[config.mk]
export PLATFORM = sky130hd
export DESIGN_NAME = wave_output_sequencer
export DESIGN_NICKNAME = d
export VERILOG_FILES = /design/src/rtl/wave_output_sequencer.sv
export SDC_FILE = /design/constraint.sdc
export NUM_CORES = 1
export LEC_CHECK = 0
export CAP_MARGIN = 20
export CORE_UTILIZATION = 25
export DETAILED_ROUTE_END_ITERATION = 7
export GPL_ROUTABILITY_DRIVEN = 0
export PLACE_DENSITY = 0.55
export SYNTH_ARGS = -nofsm -noshare
export SYNTH_HDL_FRONTEND = slang
export SYNTH_SLANG_ARGS = --single-unit
[constraint.sdc]
create_clock -name clk -period 2.04 [get_ports clk]
set_clock_uncertainty 0.2 [all_clocks]
set_input_delay 0.408 -clock clk [delete_from_list [all_inputs] [get_ports clk]]
set_output_delay 0.408 -clock clk [all_outputs]
set_load 0.1 [all_outputs]
[src/rtl/wave_output_sequencer.sv]
// rtl/wave_output_sequencer.sv - shared R2R DAC owner that sequences waveform generator hand-over
//
// Ports:
//   clk          system clock
//   reset        synchronous active-low reset
//   mode_req     requested mode: 0=off, 1=sawtooth, 2=triangle, 3=square
//   mode_valid   one-cycle strobe qualifying mode_req
//   gen_saw      sawtooth generator code
//   gen_tri      triangle generator code
//   gen_sq       square generator code
//   gen_enable   one-hot generator enable (bit0=saw, bit1=tri, bit2=square)
//   R2R_output   registered code to the R2R DAC
//   active_mode  mode currently driving the output (0 outside RUN)
//   busy         high while draining or settling
//   mode_ack     one-cycle pulse, one clock after an accepted request
//
// Build option: WAVE_SOFT_DRAIN_EN enables the linear ramp-down (DRAIN state).
// Without it a mode change zeroes the output on the next clock.
module wave_output_sequencer #(
    parameter int WIDTH         = 8,
    parameter int DRAIN_DIV     = 1000,
    parameter int SETTLE_CYCLES = 100
) (
    input  logic             clk,
    input  logic             reset,
    input  logic [1:0]       mode_req,
    input  logic             mode_valid,
    input  logic [WIDTH-1:0] gen_saw,
    input  logic [WIDTH-1:0] gen_tri,
    input  logic [WIDTH-1:0] gen_sq,
    output logic [2:0]       gen_enable,
    output logic [WIDTH-1:0] R2R_output,
    output logic [1:0]       active_mode,
    output logic             busy,
    output logic             mode_ack
);

    // DRAIN and SETTLE never overlap, so one counter serves as both the
    // drain divider and the settle timer.
    localparam int CNT_MAX = (DRAIN_DIV > SETTLE_CYCLES) ? DRAIN_DIV : SETTLE_CYCLES;
    localparam int CNT_W   = $clog2(CNT_MAX + 1);

    typedef enum logic [1:0] {
        S_OFF    = 2'd0,
        S_RUN    = 2'd1,
        S_DRAIN  = 2'd2,
        S_SETTLE = 2'd3
    } state_t;

    state_t           r_state, w_state_nx;
    logic [1:0]       r_target, w_target_nx;
    logic [CNT_W-1:0] r_cnt, w_cnt_nx;
    // In DRAIN the output register doubles as the drain register.
    logic [WIDTH-1:0] r_out, w_out_nx;
    logic [2:0]       r_en, w_en_nx;
    logic [1:0]       r_mode, w_mode_nx;
    logic             r_busy, w_busy_nx;
    logic             r_ack, w_ack_nx;
    logic [WIDTH-1:0] w_sel_code;
    logic [2:0]       w_target_onehot;

    always_comb begin
        w_sel_code = '0;
        case (r_mode)
            2'd1:    w_sel_code = gen_saw;
            2'd2:    w_sel_code = gen_tri;
            2'd3:    w_sel_code = gen_sq;
            default: w_sel_code = '0;
        endcase
    end

    always_comb begin
        w_target_onehot = 3'b000;
        case (r_target)
            2'd1:    w_target_onehot = 3'b001;
            2'd2:    w_target_onehot = 3'b010;
            2'd3:    w_target_onehot = 3'b100;
            default: w_target_onehot = 3'b000;
        endcase
    end

    always_comb begin
        w_state_nx  = r_state;
        w_target_nx = r_target;
        w_cnt_nx    = r_cnt;
        w_out_nx    = '0;
        w_en_nx     = 3'b000;
        w_mode_nx   = 2'd0;
        w_busy_nx   = 1'b0;
        // Every request is accepted in every state.
        w_ack_nx    = mode_valid;

        case (r_state)
            S_OFF: begin
                if (mode_valid && (mode_req != 2'd0)) begin
                    w_target_nx = mode_req;
                    w_cnt_nx    = '0;
                    w_state_nx  = S_SETTLE;
                    w_busy_nx   = 1'b1;
                end
            end

            S_RUN: begin
                w_en_nx   = r_en;
                w_mode_nx = r_mode;
                w_out_nx  = w_sel_code;
                if (mode_valid && (mode_req != r_mode)) begin
                    w_target_nx = mode_req;
                    w_en_nx     = 3'b000;
                    w_mode_nx   = 2'd0;
                    w_cnt_nx    = '0;
`ifdef WAVE_SOFT_DRAIN_EN
                    w_out_nx    = r_out;
                    w_state_nx  = S_DRAIN;
                    w_busy_nx   = 1'b1;
`else
                    w_out_nx    = '0;
                    if (mode_req == 2'd0) begin
                        w_state_nx = S_OFF;
                    end else begin
                        w_state_nx = S_SETTLE;
                        w_busy_nx  = 1'b1;
                    end
`endif
                end
            end

`ifdef WAVE_SOFT_DRAIN_EN
            S_DRAIN: begin
                w_busy_nx = 1'b1;
                w_out_nx  = r_out;
                if (mode_valid) begin
                    w_target_nx = mode_req;
                end
                if (r_out == '0) begin
                    // A request on the exit cycle still decides the destination.
                    w_cnt_nx = '0;
                    if (w_target_nx == 2'd0) begin
                        w_state_nx = S_OFF;
                        w_busy_nx  = 1'b0;
                    end else begin
                        w_state_nx = S_SETTLE;
                    end
                end else if (r_cnt == CNT_W'(DRAIN_DIV - 1)) begin
                    w_out_nx = r_out - 1'b1;
                    w_cnt_nx = '0;
                end else begin
                    w_cnt_nx = r_cnt + 1'b1;
                end
            end
`endif

            S_SETTLE: begin
                w_busy_nx = 1'b1;
                if (mode_valid) begin
                    w_target_nx = mode_req;
                    w_cnt_nx    = '0;
                    if (mode_req == 2'd0) begin
                        w_state_nx = S_OFF;
                        w_busy_nx  = 1'b0;
                    end
                end else if (r_cnt == CNT_W'(SETTLE_CYCLES - 1)) begin
                    w_state_nx = S_RUN;
                    w_busy_nx  = 1'b0;
                    w_en_nx    = w_target_onehot;
                    w_mode_nx  = r_target;
                    w_cnt_nx   = '0;
                end else begin
                    w_cnt_nx = r_cnt + 1'b1;
                end
            end

            default: begin
                w_state_nx = S_OFF;
            end
        endcase
    end

    always_ff @(posedge clk) begin
        if (!reset) begin
            r_state  <= S_OFF;
            r_target <= 2'd0;
            r_cnt    <= '0;
            r_out    <= '0;
            r_en     <= 3'b000;
            r_mode   <= 2'd0;
            r_busy   <= 1'b0;
            r_ack    <= 1'b0;
        end else begin
            r_state  <= w_state_nx;
            r_target <= w_target_nx;
            r_cnt    <= w_cnt_nx;
            r_out    <= w_out_nx;
            r_en     <= w_en_nx;
            r_mode   <= w_mode_nx;
            r_busy   <= w_busy_nx;
            r_ack    <= w_ack_nx;
        end
    end

    assign gen_enable  = r_en;
    assign R2R_output  = r_out;
    assign active_mode = r_mode;
    assign busy        = r_busy;
    assign mode_ack    = r_ack;

endmodule

==> run_results.csv, run 1 <==
group,metric,value,unit
run_status,status,"finished clean",
yosys,ys_types,39,
pwr,vdd_drop_max,0.298,mV
yosys,synth_top_area_share,0.419,
cts,cts_tree,"done",
timing,finalSetupViolCount,0,
timing,max_freq,0.514,GHz
floorplanning,core,5200,sq um
timing,worst_pin_slew,552,ps
floorplanning,row_count,26,
grt,overflow,0,
critical_path,cp_num_cells,6,
cts,cts_inserted_buffers,5,
yosys,synthArstFlopShare,0,
layout,area_growth,71.5,%
yosys,synth_area_leader_cell,"dfxtp_1",
critical_path,criticalPathCategory,"in2reg",
critical_path,path_cells,"clkdlybuf4s50_1 -> mux2_4 -> nand2_2 -> buf_4 -> or4_1 -> a21oi_1",
detailed_routing,drc,0,
critical_path,critPathBufInv,2,
cts,clkLatencyLatePin,280,ps
critical_path,cp-end-kind,"flop",
yosys,yosysWarnings,0,
min_path,hold_path_class,"reg2reg",
floorplanning,die_width,76.4,um
cts,clk_pin_slew,60,ps
critical_path,required,2050,ps
yosys,synthCells,149,
timing,finalCriticalPeriod,1950,ps
cts,hold_buffers,0,
critical_path,r2r_start,"r_state[1]",
layout,final_util,0.456,
place,dpl.hpwl,2.84,mm
grt,grt_start_max_net_pins,12,
cts,cts_root_buffer,"clkbuf_8",
timing,report.final.slew_viol_count,0,
layout,layout-drive-gt1-share,0.316,
floorplanning,die_h,76.4,um
floorplanning,initial_utilization,0.266,
detailed_routing,first_pass_iters,4,
yosys,ys_ff_latch,29,
yosys,synth_edf_count,0,
critical_path,cp_top_family,"buffers and inverters",
detailed_routing,ant_nets,0,
yosys,syn_area,1390,sq um
place,dpl_cell_area,2250,sq um
pwr,power,1.25,mW
critical_path,cp.arrival,1960,ps
yosys,syn_area_per_cell,9.30,sq um
place,io_buffers,43,
detailed_routing,drt_iter0_markers,37,
yosys,synth_commonest_cells,"dfxtp_1 (29), a21oi_1 (13), nor2_1 (12)",
yosys,ys_seq_area_frac,0.419,
cts,cts_sinks,29,
timing,rsz0062_at_grt,"no",
critical_path,cp-endpoint,"r_cnt[4]",
yosys,syn-num-nets,179,
critical_path,reg2reg_to,"r_cnt[4]",
floorplanning,die-area,5840,sq um
cts,clk_path_buf_depth,2,
critical_path,ff2ff_path_depth,5,
pwr,power_density,527,nW/um^2
yosys,synth.area.top_cells,"dfxtp_1 (42%), mux2_2 (7.3%), a21oi_1 (4.7%)",
critical_path,cpPeakStageDelay,500,ps
detailed_routing,vias_per_cell,4.69,
grt,grt_pass1_vias,1380,
layout,antenna_cells,0,
detailed_routing,via_count,1384,
place,post-place-ws,-364,ps
layout,final_area,2380,sq um
timing,relSlewSlack,0.631,
flow_run,drv_cap,0,
critical_path,cp_max_fo,8,
timing,post-route-period-util,0.954,
layout,layout.nets,254,
critical_path,cp-start-kind,"primary input",
grt,antenna_found_initial,0,
grt,grt_pass1_wl,6.23,mm
yosys,ys.flop_type,"dfxtp_1",
floorplanning,pin_count,44,
critical_path,setup.worst_path.start,"mode_valid",
yosys,yosysMostFrequentCell,"dfxtp_1",
critical_path,cp_slowest_cell,"or4_1",
critical_path,rrSetupSlack,220,ps
detailed_routing,wire_per_inst,12.4,um
cts,htreeDepth,2,
pwr,total_leakage_power,0.898,nW
detailed_routing,drt_wl_total,3.65,mm
timing,setup_ws,94.2,ps
timing,hold_viol_final,0,
grt,gr-usage-all-layers,0.133,
==> metal layers <==
metal | GRT usage | part of all wire | vias up
met5 | 0 | 0 | -
met4 | 0.0750 | 0.024 | 0
met3 | 0.0228 | 0.022 | 10
met2 | 0.205 | 0.46 | 20
met1 | 0.174 | 0.50 | 644
li1 | - | - | 710
==> worst min path at each step <==
| stage | startpoint | endpoint | slack, ps | depth (start not counted) |
|---|---|---|---|---|
| floorplan | r_target[0] | gen_enable[1] | 220 | 1 |
| global placement | r_target[0] | gen_enable[1] | 240 | 1 |
| detailed placement | r_target[0] | gen_enable[1] | 230 | 1 |
| CTS | r_target[0] | gen_enable[1] | 260 | 1 |
| global route | r_target[0] | gen_enable[1] | 280 | 1 |
| finish | r_target[0] | gen_enable[1] | 250 | 1 |
==> per-stage QoR <==
stage,hold WS [ps],instances,TNS [ps]
floorplan,217,149,0
global placement,241,285,-3720
detailed placement,234,285,-4510
CTS,259,293,0
global route,283,295,0
finish,253,295,0
==> layout make-up <==
class / count / area (sq um)
clock buffer: 6 / 72.6
clock inverter: 2 / 10.0
fill: 519 / 2830
tap: 70 / 87.6
multi-input combinational: 110 / 762
sequential: 29 / 586
inverter: 4 / 15.0
timing repair buffer: 74 / 843
==> logic make-up (layout without fill, tap and decap cells) <==
group	count (synthesis)	after routing	synth area share
simple gates	53	53	0.218
buf+inv	10	86	0.0443
fa+ha+maj	1	1	0.00903
mux	11	11	0.0876
xor+xnor	2	2	0.0126
flops	29	29	0.419
compound gates	43	43	0.210
==> power breakdown <==
part / leakage, nW / switching, mW / internal [mW] / total, mW
registers: 0.236 / 0.0100 / 0.577 / 0.587
logic: 0.617 / 0.0883 / 0.129 / 0.217
clock network: 0.0450 / 0.213 / 0.236 / 0.449
total: 0.898 / 0.311 / 0.941 / 1.25
==> cells in the final DEF (no fill, tap or decap), drive strengths merged, types with 2 or more instances in the layout <==
cell type / instances
and3: 5
mux2i: 2
or3: 2
nand2: 7
buf: 46
nand4: 3
dlymetal6s2s: 2
nand3: 8
and2: 2
clkinv: 2
clkbuf: 6
o31ai: 9
dfxtp: 29
a22o: 2
nor2: 12
or4: 8
inv: 4
clkdlybuf4s50: 26
xnor2: 2
a22oi: 8
mux2: 9
a21oi: 13
o21ai: 4
==> registers in the layout, indices dropped and copies added, names as in the netlist <==
register     cells
R2R_output       8
gen_enable       3
active_mode      2
r_cnt           10
mode_ack         1
r_target         2
r_state          2
busy             1
==> repair_timing <==
item | 4_1_cts | 5_1_grt
setup endpoints to repair | 10 | 15
pin swaps | 0 | 1
resized for setup | 1 | 4
setup buffers | 0 | 2
(Power assumes the default switching activity.)
==> run 2, diff against run 1 <==
Settings changed: GPL_TIMING_DRIVEN set to 1.
==> results of run 2 <==
No change in the layout: final DEF, timing and power equal those of run 1.
